File: src/rtl/fwd_scoreboard_pkg.sv
// ---------------------------------------------------------------------------
// fwd_scoreboard_pkg
//   Shared definitions for the forwarding / load-use hazard unit.
//   - FWD_SRC_REGFILE : select value meaning "take operand from register file"
//   - Entry layout    : {v, we, dst[REG_AW-1:0], ld}, with ld in bit 0
//   - sel_width()     : width of a per-operand bypass select for DEPTH stages
// ---------------------------------------------------------------------------
package fwd_scoreboard_pkg;

    localparam int FWD_SRC_REGFILE = 0;

    // Fixed low-order fields of a scoreboard entry
    localparam int ENT_LD_OFS  = 0;
    localparam int ENT_DST_OFS = 1;

    // Fields above dst move with the register-index width
    function automatic int ent_we_ofs(input int reg_aw);
        return reg_aw + 1;
    endfunction

    function automatic int ent_v_ofs(input int reg_aw);
        return reg_aw + 2;
    endfunction

    function automatic int ent_width(input int reg_aw);
        return reg_aw + 3;
    endfunction

    // Select encodes 0 = regfile, k+1 = entry[k], so DEPTH+1 codes are needed
    function automatic int sel_width(input int depth);
        return $clog2(depth + 1);
    endfunction

endpackage

File: src/rtl/fwd_scoreboard_match_prio.sv
// ---------------------------------------------------------------------------
// fwd_match_prio
//   Compares one decode source operand against every scoreboard entry and
//   produces the bypass select for the youngest matching stage, plus a flag
//   saying the match hit a load that is not yet forwardable.
// Ports
//   src_valid  in   operand is actually read
//   src_reg    in   operand register index
//   entries    in   flattened scoreboard, entry[k] at bits [k*EW +: EW]
//   sel        out  0 = regfile, k+1 = entry[k]
//   load_hit   out  operand matches a load in entry[k], k < LOAD_LAT
// ---------------------------------------------------------------------------
module fwd_match_prio
    import fwd_scoreboard_pkg::*;
#(
    parameter int REG_AW   = 3,
    parameter int DEPTH    = 3,
    parameter int LOAD_LAT = 1,
    localparam int EW      = ent_width(REG_AW),
    localparam int SELW    = sel_width(DEPTH)
) (
    input  logic                  src_valid,
    input  logic [REG_AW-1:0]     src_reg,
    input  logic [DEPTH*EW-1:0]   entries,
    output logic [SELW-1:0]       sel,
    output logic                  load_hit
);

    localparam int WE_OFS = ent_we_ofs(REG_AW);
    localparam int V_OFS  = ent_v_ofs(REG_AW);

    logic [DEPTH-1:0] match;
    logic [DEPTH-1:0] is_load;

    generate
        for (genvar gi = 0; gi < DEPTH; gi++) begin : g_match
            // Entries that do not write a register can never supply a value
            assign match[gi] = src_valid
                             & entries[gi*EW + V_OFS]
                             & entries[gi*EW + WE_OFS]
                             & (entries[gi*EW + ENT_DST_OFS +: REG_AW] == src_reg);
            assign is_load[gi] = entries[gi*EW + ENT_LD_OFS];
        end
    endgenerate

    always_comb begin
        sel      = SELW'(FWD_SRC_REGFILE);
        load_hit = 1'b0;
        // Walk oldest to youngest so the youngest match overwrites older ones
        for (int k = DEPTH - 1; k >= 0; k--) begin
            if (match[k]) begin
                sel = SELW'(k + 1);
            end
        end
        for (int k = 0; k < DEPTH; k++) begin
            if ((k < LOAD_LAT) && match[k] && is_load[k]) begin
                load_hit = 1'b1;
            end
        end
    end

endmodule

File: src/rtl/fwd_scoreboard.sv
// ---------------------------------------------------------------------------
// fwd_scoreboard
//   Operand-forwarding and load-use hazard unit. Keeps a shifting scoreboard
//   of in-flight destinations (entry[0]=EX .. entry[DEPTH-1]=WB) and drives a
//   bypass select per decode operand. Raises stall on load-use; the stalled
//   instruction is replaced by a bubble while older entries keep draining.
// Ports
//   clk, rst      clock, synchronous active-high reset
//   issue_valid   decode instruction valid
//   issue_we      decode instruction writes a register
//   issue_dst     decode destination register
//   issue_load    decode instruction is a load
//   flush         kill the decode instruction (no insert, no stall)
//   src_valid     per-operand read enable
//   src_reg       per-operand register index, operand 0 in LSBs
//   fwd_sel       per-operand select, 0 = regfile, k+1 = entry[k]
//   stall         hold PC/IF/ID, bubble into EX
//   stall_cnt     saturating count of stall cycles (only with FWD_STATS_EN)
// Build option
//   FWD_STATS_EN  adds the stall_cnt port and its counter
// ---------------------------------------------------------------------------
module fwd_scoreboard
    import fwd_scoreboard_pkg::*;
#(
    parameter int REG_AW   = 3,
    parameter int NUM_SRC  = 2,
    parameter int DEPTH    = 3,
    parameter int LOAD_LAT = 1,
    localparam int SELW    = sel_width(DEPTH),
    localparam int EW      = ent_width(REG_AW)
) (
    input  logic                      clk,
    input  logic                      rst,
    input  logic                      issue_valid,
    input  logic                      issue_we,
    input  logic [REG_AW-1:0]         issue_dst,
    input  logic                      issue_load,
    input  logic                      flush,
    input  logic [NUM_SRC-1:0]        src_valid,
    input  logic [NUM_SRC*REG_AW-1:0] src_reg,
    output logic [NUM_SRC*SELW-1:0]   fwd_sel,
    output logic                      stall
`ifdef FWD_STATS_EN
    ,
    output logic [15:0]               stall_cnt
`endif
);

    logic [EW-1:0]       entry_reg [DEPTH];
    logic [EW-1:0]       entry0_next;
    logic [DEPTH*EW-1:0] entries_flat;
    logic [NUM_SRC-1:0]  load_hit;
    logic                insert;

    generate
        for (genvar gi = 0; gi < DEPTH; gi++) begin : g_flat
            assign entries_flat[gi*EW +: EW] = entry_reg[gi];
        end

        for (genvar gi = 0; gi < NUM_SRC; gi++) begin : g_src
            fwd_match_prio #(
                .REG_AW   (REG_AW),
                .DEPTH    (DEPTH),
                .LOAD_LAT (LOAD_LAT)
            ) u_match (
                .src_valid (src_valid[gi]),
                .src_reg   (src_reg[gi*REG_AW +: REG_AW]),
                .entries   (entries_flat),
                .sel       (fwd_sel[gi*SELW +: SELW]),
                .load_hit  (load_hit[gi])
            );
        end
    endgenerate

    assign stall  = issue_valid & ~flush & (|load_hit);
    assign insert = issue_valid & ~flush & ~stall;

    // A stalled or flushed decode slot enters EX as a bubble (v=0)
    assign entry0_next = insert ? {1'b1, issue_we, issue_dst, issue_load} : '0;

    always_ff @(posedge clk) begin
        if (rst) begin
            entry_reg[0] <= '0;
        end else begin
            entry_reg[0] <= entry0_next;
        end
    end

    // Older entries shift every cycle, stall or not, so a load always drains
    generate
        for (genvar gi = 1; gi < DEPTH; gi++) begin : g_shift
            always_ff @(posedge clk) begin
                if (rst) begin
                    entry_reg[gi] <= '0;
                end else begin
                    entry_reg[gi] <= entry_reg[gi-1];
                end
            end
        end
    endgenerate

`ifdef FWD_STATS_EN
    logic [15:0] stall_cnt_reg;

    always_ff @(posedge clk) begin
        if (rst) begin
            stall_cnt_reg <= '0;
        end else if (stall && (stall_cnt_reg != 16'hFFFF)) begin
            stall_cnt_reg <= stall_cnt_reg + 16'd1;
        end
    end

    assign stall_cnt = stall_cnt_reg;
`endif

endmodule
File: config.mk
export PLATFORM = sky130hd
export DESIGN_NAME = fwd_scoreboard
export DESIGN_NICKNAME = d
export VERILOG_FILES = /design/src/rtl/fwd_scoreboard_pkg.sv /design/src/rtl/fwd_scoreboard_match_prio.sv /design/src/rtl/fwd_scoreboard.sv
export SDC_FILE = /design/constraint.sdc
export NUM_CORES = 1
export LEC_CHECK = 0
export ABC_AREA = 1
export ABC_CLOCK_PERIOD_IN_PS = 1460
export CELL_PAD_IN_SITES_DETAIL_PLACEMENT = 1
export CELL_PAD_IN_SITES_GLOBAL_PLACEMENT = 1
export CORE_MARGIN = 4
export CORE_UTILIZATION = 32
export CTS_CLUSTER_DIAMETER = 50
export DETAILED_ROUTE_END_ITERATION = 8
export PLACE_DENSITY_LB_ADDON = 0.15
export RECOVER_POWER = 25
export SLEW_MARGIN = 30
export SYNTH_ARGS = -nofsm -noshare
export SYNTH_HDL_FRONTEND = slang
export SYNTH_SLANG_ARGS = --single-unit
File: constraint.sdc
create_clock -name clk -period 1.46 [get_ports clk]
set_clock_uncertainty 0.1 [all_clocks]
set_input_delay 0.438 -clock clk [delete_from_list [all_inputs] [get_ports clk]]
set_output_delay 0.438 -clock clk [all_outputs]
set_load 0.02 [all_outputs]
==> results.sh <==
export IMPL_synth_top_area_share_pct=38.6
export IMPL_crit_buf_inv=3
export IMPL_required_ns=0.92
export IMPL_post_dp_hpwl_um=1990
export IMPL_setup_slack_ns=-0.482
export IMPL_areaGrowthSynthToFinish_pct=70.6
export IMPL_violations="setup timing"
export IMPL_total_power_mw=0.911
export IMPL_via_count=926
export IMPL_hold_violations=0
export IMPL_viasPerCell=4.61
export IMPL_synth_seq_cells=16
export IMPL_synth_warnings=0
export IMPL_syn_avg_cell_area_um2=6.34
export IMPL_cts_sinks=16
export IMPL_grtUsageTotal_pct=16.2
export IMPL_ys_async_sr_fraction_pct=0
export IMPL_swShare_pct=26.3
export IMPL_slew_headroom_pct=67.2
export IMPL_crit_chain="inv_4 > a21boi_2 > nand4_1 > buf_4 > a21oi_4 > buf_6"
export IMPL_max_freq_mhz=515
export IMPL_coreArea_um2=2480
export IMPL_criticalPathCategory="reg2out"
export IMPL_clock_latency_ns=0.29
export IMPL_dr_pass1_iters=4
export IMPL_pwr_density_cell_nw_per_um2=642
export IMPL_synthTopCellsByCount="nand2_1 (37), inv_1 (26), nor2_1 (19), dfxtp_1 (16), nand3_1 (11)"
export IMPL_wl_per_cell_um=12.4
export IMPL_io_pins=22
export IMPL_p_switching_mw=0.240
export IMPL_largest_reg_flops=16
export IMPL_combPwrFrac_pct=17.1
export IMPL_clkPwrFrac_pct=33.1
export IMPL_synthFlopType="dfxtp_1"
export IMPL_start_util_pct=33.5
export IMPL_drv_slew=0
export IMPL_netlist_area_um2=831
export IMPL_reg2reg_depth=7
export IMPL_grt_max_degree=11
export IMPL_slowest_stage="dfxtp_4"
export IMPL_peakVddDrop_v=0.000506
export IMPL_cp_end_kind="output pin"
export IMPL_hold_path_depth=2
export IMPL_io_buffers=21
export IMPL_power_internal_mw=0.671
export IMPL_cts_buffers=3
export IMPL_fin_nets=189
export IMPL_use_met1_pct=18.0
export IMPL_min_period_over_period_pct=133
export IMPL_status="complete, but fails checks"
export IMPL_start_kind="register"
export IMPL_die_area_um2=3480
export IMPL_grt_use_met3_pct=2.63
export IMPL_post_route_util_pct=57.2
export IMPL_max_stage_delay_ns=0.39
export IMPL_grt_pass1_wl_um=4080
export IMPL_leakagePower_nw=0.643
export IMPL_clkTransAtPathRegs_ns=0.10
export IMPL_fin_crit_ns=1.94
export IMPL_maxCapViolCount=0
export IMPL_cp_max_fo=3
export IMPL_drive_gt1_share_pct=50.3
export IMPL_rsz0062_at_grt="true"
export IMPL_seqCellArea_um2=337
export IMPL_h_tree_depth=1
export IMPL_synth_most_common_cell="nand2_1"
export IMPL_synth_edff_count=0
export IMPL_rows=18
export IMPL_post_place_ws_ns=-1.34
export IMPL_hold_slack_ns=0.337
export IMPL_crit_arrival_ns=1.40
export IMPL_gr_max_usage_layer="met2"
export IMPL_die_w_um=59.0
export IMPL_fillers=315
export IMPL_multi_input_area_um2=568
export IMPL_cts_tree="yes"
export IMPL_antenna_found_initial=0
export IMPL_ant_nets=0
export IMPL_diodes=0
export IMPL_root_buffer="clkbuf_4"
export IMPL_use_met2_pct=30.1
export IMPL_grt_overflow=0
export IMPL_cp_depth=6
export IMPL_first_global_vias=909
export IMPL_yosysSeqAreaShare_pct=38.6
export IMPL_drc=0
export IMPL_place_congestion=0.770
export IMPL_dr_first_iter_drc_count=12
export IMPL_holdCritPathClass="reg2reg"
export IMPL_die_h_um=59.0
export IMPL_setup_viol=5
export IMPL_synthesis_nets=148
export IMPL_clockBufferDepth=2
export IMPL_setup_tns_final_ns=-2.12
export IMPL_synth_area_leaders="dfxtp_1 (39%), nand2_1 (17%), inv_1 (12%)"
export IMPL_netlist_instances=131
export IMPL_wl_um=2500
export IMPL_cpLargestDelayFamily="flip-flops"
export IMPL_synth_cell_types=15
export IMPL_pwr_share_seq_pct=49.8
export IMPL_synth_largest_area_cell="dfxtp_1"
export IMPL_worstMarginPinSlew_ns=0.492
## worst paths after layout
kind | slack (ns) | endpoint | startpoint
worst max-delay path | -0.48 | fwd_sel[3] | entry_reg[1][1]
worst min-delay path | 0.34 | entry_reg[1][4] | entry_reg[0][4]
worst max register to register | 0.07 | entry_reg[0][3] | entry_reg[0][5]
worst min register to register | 0.34 | entry_reg[1][4] | entry_reg[0][4]
## stage by stage
step	cells	instance area (um^2)
floorplan	131	892
global placement	191	1210
detailed placement	191	1210
CTS	198	1310
global route	201	1420
finish	201	1420
## timing repair
action                                  CTS  global route
hold buffers                              0             0
buffers inserted                          3             4
endpoints found under the setup margin   11            11
gates resized for setup                  82            28
pin swaps                                18            16
## worst register-to-register path, stage by stage, from the launching register on
cell and delay (ns):
dfxtp_1 0.36, nand3_1 0.14, a21oi_4 0.19, nand3_4 0.11
buf_6 0.12, buf_4 0.13, nand3_4 0.10, nor2_1 0.05
## cell usage in the layout, fill, tap and decap left out, types with 2 or more instances in the layout
master,count
dfxtp_2,10
a21oi_2,2
inv_2,9
dfxtp_1,5
buf_4,12
nor2_1,16
buf_2,6
nand3_4,3
nor2_4,4
inv_1,18
a21oi_4,4
nand3_2,3
nand3_1,7
nand2_2,13
clkdlybuf4s50_1,8
nand2_1,24
buf_6,8
xnor2_2,2
xor2_1,2
xnor2_1,2
clkbuf_4,3
## power groups by stage
| stage | sequential, mW | combinational [mW] | clock [mW] |
|---|---|---|---|
| finish | 0.454 | 0.156 | 0.302 |
| detailed placement | 0.462 | 0.136 | 0 |
| global route | 0.455 | 0.171 | 0.338 |
| global placement | 0.461 | 0.132 | 0 |
| floorplan | 0.461 | 0.0568 | 0 |
| CTS | 0.454 | 0.139 | 0.315 |
## layer usage
layer  up-vias  part of all wire (%)
li1        468                     -
met4         0                   2.2
met5         -                     0
met3         4                   3.4
met2        19                    55
met1       435                    39
## area by class of cell
cell class | instances | area share [%]
Multi-Input combinational cell | 85 | 40.1
Sequential cell | 16 | 23.7
Tap cell | 30 | 2.65
Clock buffer | 4 | 2.56
Timing Repair Buffer | 37 | 22.2
Inverter | 29 | 8.74
## cells by family (layout without fill, tap and decap cells)
family / count (synthesis) / in the layout / synth area share, %
AOI/OAI and AO/OA: 7 / 7 / 4.97
buffers and inverters: 30 / 70 / 13.6
and+or+nand+nor: 72 / 72 / 36.6
DFF: 16 / 16 / 38.6
xor gates and xnor gates: 6 / 6 / 6.33
No activity file was read; power rests on OpenSTA's default activity.
